[config.mk]
export PLATFORM = sky130hd
export DESIGN_NAME = music_key_debouncer
export DESIGN_NICKNAME = d
export VERILOG_FILES = /design/src/rtl/music_key_debouncer.sv
export SDC_FILE = /design/constraint.sdc
export NUM_CORES = 1
export LEC_CHECK = 0
export ABC_AREA = 0
export BUFFER_PORTS_ARGS = -buffer_cell sky130_fd_sc_hd__buf_2
export CAP_MARGIN = 20
export CORE_MARGIN = 2
export CORE_UTILIZATION = 40
export CTS_BUF_LIST = sky130_fd_sc_hd__clkbuf_16
export CTS_CLUSTER_DIAMETER = 200
export DETAILED_ROUTE_END_ITERATION = 12
export PLACE_DENSITY = 0.57
export SYNTH_ARGS = -nofsm -noshare
export SYNTH_HDL_FRONTEND = slang
export SYNTH_SLANG_ARGS = --single-unit
[constraint.sdc]
create_clock -name CLK_1Khz -period 2.96 [get_ports CLK_1Khz]
set_input_delay 0.592 -clock CLK_1Khz [delete_from_list [all_inputs] [get_ports CLK_1Khz]]
set_output_delay 0.592 -clock CLK_1Khz [all_outputs]
set_load 0.02 [all_outputs]
[src/rtl/music_key_debouncer.sv]
// Six-channel music-key conditioner: sync, debounce, edge pulses and a
// valid/ready key-event stream with per-key pending storage.
module music_key_debouncer #(
    parameter int NUM_KEYS    = 6,
    parameter int DEBOUNCE_MS = 20,
    parameter int CNT_W       = 6
) (
    input  logic                CLK_1Khz,
    input  logic                reset_n,
    input  logic [NUM_KEYS-1:0] raw_MusicKey,
    output logic [NUM_KEYS-1:0] debounced_MusicKey,
    output logic [NUM_KEYS-1:0] keyPressed_pulse,
    output logic [NUM_KEYS-1:0] keyReleased_pulse,
    output logic                keyEvent_valid,
    output logic [2:0]          keyEvent_key,
    output logic                keyEvent_press,
    input  logic                keyEvent_ready,
    output logic                keyEvent_overflow
);

    typedef enum logic [1:0] {
        UP,
        ARM_DOWN,
        DOWN,
        ARM_UP
    } key_state_e;

    localparam logic [CNT_W-1:0] CNT_LAST = CNT_W'(DEBOUNCE_MS - 1);

    logic [NUM_KEYS-1:0] sync1_q, sync1_d;
    logic [NUM_KEYS-1:0] sync2_q, sync2_d;
    logic [NUM_KEYS-1:0] stable_q, stable_d;
    logic [CNT_W-1:0]    cnt_q [NUM_KEYS];
    logic [CNT_W-1:0]    cnt_d [NUM_KEYS];
    key_state_e          state_q [NUM_KEYS];
    key_state_e          state_d [NUM_KEYS];
    logic [NUM_KEYS-1:0] press_pulse_q, press_pulse_d;
    logic [NUM_KEYS-1:0] release_pulse_q, release_pulse_d;
    logic [NUM_KEYS-1:0] pend_press_q, pend_press_d;
    logic [NUM_KEYS-1:0] pend_release_q, pend_release_d;
    logic                overflow_q, overflow_d;

    logic [NUM_KEYS-1:0] mismatch;
    logic [NUM_KEYS-1:0] done;
    logic [NUM_KEYS-1:0] toggle;
    logic [NUM_KEYS-1:0] clr_press;
    logic [NUM_KEYS-1:0] clr_release;
    logic                ev_valid;
    logic                ev_found;
    logic [2:0]          sel_idx;
    logic                sel_press;
    logic                accept;

    // Datapath registers
    always_ff @(posedge CLK_1Khz) begin
        if (!reset_n) begin
            sync1_q         <= '1;
            sync2_q         <= '1;
            stable_q        <= '1;
            press_pulse_q   <= '0;
            release_pulse_q <= '0;
            pend_press_q    <= '0;
            pend_release_q  <= '0;
            overflow_q      <= 1'b0;
            for (int i = 0; i < NUM_KEYS; i++) begin
                cnt_q[i] <= '0;
            end
        end else begin
            sync1_q         <= sync1_d;
            sync2_q         <= sync2_d;
            stable_q        <= stable_d;
            press_pulse_q   <= press_pulse_d;
            release_pulse_q <= release_pulse_d;
            pend_press_q    <= pend_press_d;
            pend_release_q  <= pend_release_d;
            overflow_q      <= overflow_d;
            for (int i = 0; i < NUM_KEYS; i++) begin
                cnt_q[i] <= cnt_d[i];
            end
        end
    end

    // FSM state register
    always_ff @(posedge CLK_1Khz) begin
        for (int i = 0; i < NUM_KEYS; i++) begin
            if (!reset_n) begin
                state_q[i] <= UP;
            end else begin
                state_q[i] <= state_d[i];
            end
        end
    end

    always_comb begin
        sync1_d = raw_MusicKey;
        sync2_d = sync1_q;
        for (int i = 0; i < NUM_KEYS; i++) begin
            mismatch[i] = sync2_q[i] != stable_q[i];
            done[i]     = mismatch[i] && (cnt_q[i] == CNT_LAST);
            cnt_d[i]    = '0;
            if (mismatch[i] && !done[i]) begin
                cnt_d[i] = cnt_q[i] + 1'b1;
            end
        end
    end

    // FSM next state
    always_comb begin
        for (int i = 0; i < NUM_KEYS; i++) begin
            state_d[i] = state_q[i];
            unique case (state_q[i])
                UP: begin
                    if (mismatch[i]) state_d[i] = ARM_DOWN;
                end
                ARM_DOWN: begin
                    if (!mismatch[i])  state_d[i] = UP;
                    else if (done[i])  state_d[i] = DOWN;
                end
                DOWN: begin
                    if (mismatch[i]) state_d[i] = ARM_UP;
                end
                ARM_UP: begin
                    if (!mismatch[i])  state_d[i] = DOWN;
                    else if (done[i])  state_d[i] = UP;
                end
                default: state_d[i] = UP;
            endcase
        end
    end

    // FSM outputs
    always_comb begin
        for (int i = 0; i < NUM_KEYS; i++) begin
            toggle[i] = done[i] &&
                ((state_q[i] == ARM_DOWN) || (state_q[i] == ARM_UP));
            stable_d[i]        = stable_q[i] ^ toggle[i];
            press_pulse_d[i]   = toggle[i] && (state_q[i] == ARM_DOWN);
            release_pulse_d[i] = toggle[i] && (state_q[i] == ARM_UP);
        end
    end

    // Lowest pending key wins; with both pending, the older edge goes first
    always_comb begin
        ev_valid  = |(pend_press_q | pend_release_q);
        ev_found  = 1'b0;
        sel_idx   = '0;
        sel_press = 1'b0;
        for (int i = 0; i < NUM_KEYS; i++) begin
            if (!ev_found && (pend_press_q[i] || pend_release_q[i])) begin
                ev_found  = 1'b1;
                sel_idx   = 3'(i);
                sel_press = pend_press_q[i] &&
                    (!pend_release_q[i] || stable_q[i]);
            end
        end
    end

    always_comb begin
        accept     = ev_valid && keyEvent_ready;
        overflow_d = overflow_q;
        for (int i = 0; i < NUM_KEYS; i++) begin
            clr_press[i]   = accept && (sel_idx == 3'(i)) && sel_press;
            clr_release[i] = accept && (sel_idx == 3'(i)) && !sel_press;
            pend_press_d[i] = press_pulse_d[i] |
                (pend_press_q[i] & ~clr_press[i]);
            pend_release_d[i] = release_pulse_d[i] |
                (pend_release_q[i] & ~clr_release[i]);
            if (press_pulse_d[i] && pend_press_q[i] && !clr_press[i]) begin
                overflow_d = 1'b1;
            end
            if (release_pulse_d[i] && pend_release_q[i] &&
                !clr_release[i]) begin
                overflow_d = 1'b1;
            end
        end
    end

    assign debounced_MusicKey = stable_q;
    assign keyPressed_pulse   = press_pulse_q;
    assign keyReleased_pulse  = release_pulse_q;
    assign keyEvent_valid     = ev_valid;
    assign keyEvent_key       = sel_idx;
    assign keyEvent_press     = sel_press;
    assign keyEvent_overflow  = overflow_q;

endmodule

==> results.py <==
metrics = {
    "drt": {
        "ant_nets": 0,
        "drt_wl_total_mm": 6.983,
        "drt-initial-drc-count": 78,
        "drc": 0,
        "vias": 2776,
        "drtPass1Iterations": 4,
        "drt-wirelength-per-cell_um": 12.77,
        "via_per_inst": 5.075,
    },
    "setup_path": {
        "r2r_cells": 6,
        "end_kind": "output port",
        "r2r_end": "keyEvent_overflow",
        "worst_setup_path_start_kind": "flip-flop",
        "crit_slowest_cell": "nor4_4",
        "path_cells": "nor4_4, nand2_4, o21bai_4, a21oi_2, inv_1, buf_2",
        "arrival_ns": 2.03,
        "timing.rr.start": "pend_release_q[0]",
        "rrSetupSlack_ns": 0.84,
        "critical_path_class": "flip-flop to output port",
        "startpoint": "pend_release_q[0]",
        "max_stage_delay_ns": 0.63,
        "critPathMaxFanout": 9,
        "cp.required_ns": 2.37,
        "worstSetupEndpoint": "keyEvent_press",
    },
    "clock_tree": {
        "ctsHtreeMaxLevel": 3,
        "cts_sinks": 91,
        "cts_buffers": 9,
        "postCtsSetupBuffers": 0,
        "clock_tree.root_cell": "clkbuf_16",
        "clk_latency_ns": 0.33,
        "clk_pin_slew_ns": 0.06,
        "cts_tree": "done",
        "ctsResizeCount": 0,
        "clk_path_buf_depth": 2,
        "cts_hold_buf": 0,
    },
    "synth": {
        "synth-seq-cells": 91,
        "syn_area_um2": 3692,
        "synth_top_flop_cell": "dfxtp_1",
        "syn-instance-count": 395,
        "ys_types": 56,
        "synth_top_area_share": 0.4934,
        "yosysMostFrequentCell": "dfxtp_1",
        "ys_seq_area_frac": 0.4934,
        "syn-mean-instance-area_um2": 9.348,
        "yosysWarnings": 0,
        "async_flop_share": 0,
        "synthTopCellsByArea": "dfxtp_1, nor2_1, xor2_1",
        "syn-num-nets": 410,
        "synth_top_area_cell": "dfxtp_1",
        "synth-edff-count": 0,
        "synth_common_cells": "dfxtp_1, nor2_1, nand2_1",
    },
    "global_route": {
        "grt_overflow_total": 0,
        "grt_use_total": 0.1434,
        "grt_max_degree": 22,
        "grt_antenna_before_repair": 0,
        "grt_pass1_vias": 2523,
        "grt_pass1_wl_mm": 11.36,
    },
    "floorplan": {
        "rows": 35,
        "die_h_um": 100.1,
        "dieArea_um2": 10020,
        "start_util": 0.4054,
        "fp.coreArea_um2": 9109,
        "ios": 33,
        "die_w_um": 100.1,
    },
    "sta": {
        "rsz0062_at_grt": "false",
        "hold_viol": 0,
        "tightest_slew_ns": 0.6254,
        "period_share": 0.8858,
        "max_freq_mhz": 381.4,
        "setup_tns_ns": 0,
        "fin_skew_ns": 0.008453,
        "period_minus_slack_ns": 2.622,
        "finalMaxSlewViolations": 0,
        "max_slew_margin": 0.5799,
        "setup_viol": 0,
    },
    "placement": {
        "place_congestion": 0.9261,
        "placed_area_um2": 3965,
        "hpwl_mm": 5.108,
        "portBuffers": 32,
    },
    "pwr": {
        "p_leak_nw": 1.725,
        "max-vdd-ir-drop_mv": 0.3091,
        "switching_share": 0.1993,
        "p_sw_mw": 0.4955,
        "pwr-share-comb": 0.018,
        "p_int_mw": 1.991,
        "p_clk_frac": 0.482,
        "powerDensity_nw_per_um2": 580.7,
        "seq_power_share": 0.500,
    },
    "flow_run": {
        "maxCapViolCount": 0,
    },
    "cells_and_area": {
        "final_layout_size_suffix_gt1_frac": 0.1514,
        "nets": 446,
        "final_area_um2": 4282,
        "area_delta_synth_final_pct": 15.96,
        "insertedDiodeCount": 0,
    },
    "status": {
        "status": "finished, final reports clean",
    },
    "hold_path": {
        "min_path_cells": 1,
        "hold_class": "flip-flop to flip-flop",
    },
}
## how the worst min path moves through the flow
stage                     slack, ns         end       start
after floorplan                0.39  sync2_q[0]  sync1_q[0]
after global placement         0.39  sync2_q[3]  sync1_q[3]
after detailed placement       0.39  sync2_q[3]  sync1_q[3]
after CTS                      0.41  sync2_q[3]  sync1_q[3]
after global routing           0.42  sync2_q[4]  sync1_q[4]
final                          0.41  sync2_q[3]  sync1_q[3]
## flip-flops by register name, summed over array words and instances, names as in the netlist
signal              flops
state_q                12
keyReleased_pulse       6
sync2_q                 6
keyPressed_pulse        6
sync1_q                 6
debounced_MusicKey      6
cnt_q                  36
pend_release_q          6
pend_press_q            6
keyEvent_overflow       1
## worst max-delay path, delay by kind of cell (launching register included)
family                 cells  cell delay, ns
AND/OR/NAND/NOR            2            0.77
flip-flops                 1            0.38
AO/OA/AOI/OAI              2            0.31
buffers and inverters      2            0.25
## area by class of cell
class | count | area [um2]
Clock inverter | 7 | 91.34
Clock buffer | 9 | 225.2
Sequential cell | 91 | 1822
Multi-Input combinational cell | 279 | 1765
Fill cell | 883 | 4827
Inverter | 15 | 56.30
Timing Repair Buffer | 35 | 182.7
Tap cell | 111 | 138.9
## cell families after synthesis
group / synth area share
compound gates: 0.09692
simple gates: 0.2586
mux: 0.01932
fa+ha+maj: 0.02033
xor+xnor: 0.08302
buf+inv: 0.02846
flops: 0.4934
## cell usage in the layout (no fill, tap or decap), drive strengths merged, types with 6 or more instances in the layout
cell,n
clkbuf,9
mux2i,6
xor2,19
nand2b,21
a31o,7
nor3,7
inv,16
nand2,32
a21oi,9
and3,12
nand3,21
dfxtp,91
ha,6
buf,35
nor4,6
nor2b,9
nor2,60
xnor2,16
## routing by layer
metal | global-route usage | part of all wire | up-vias
li1 | - | - | 1426
met1 | 0.1824 | 0.49 | 1295
met3 | 0.04178 | 0.043 | 8
met4 | 0.05690 | 0.012 | 0
met2 | 0.2297 | 0.46 | 47
met5 | 0 | 0 | -
## stage by stage
step                      hold slack, ns    util  power [mW]  cells  setup slack (ns)
after floorplan                   0.3863       -       1.300    395            0.9165
after global placement            0.3917  0.4353       1.315    531            0.7408
after detailed placement          0.3933  0.4353       1.316    531            0.6689
after CTS                         0.4085  0.4701       2.526    547            0.3114
after global routing              0.4185  0.4701       2.587    547            0.1914
final                             0.4053  0.4701       2.486    547            0.3381
## power groups by stage
stage,registers [mW],clock network (mW),logic (mW)
6_report,1.24,1.20,0.0452
5_1_grt,1.24,1.29,0.0510
4_1_cts,1.24,1.24,0.0462
3_5_place_dp,1.27,0,0.0457
3_3_place_gp,1.27,0,0.0455
2_1_floorplan,1.27,0,0.0313
Note: power is estimated with default switching activity, not from simulation.
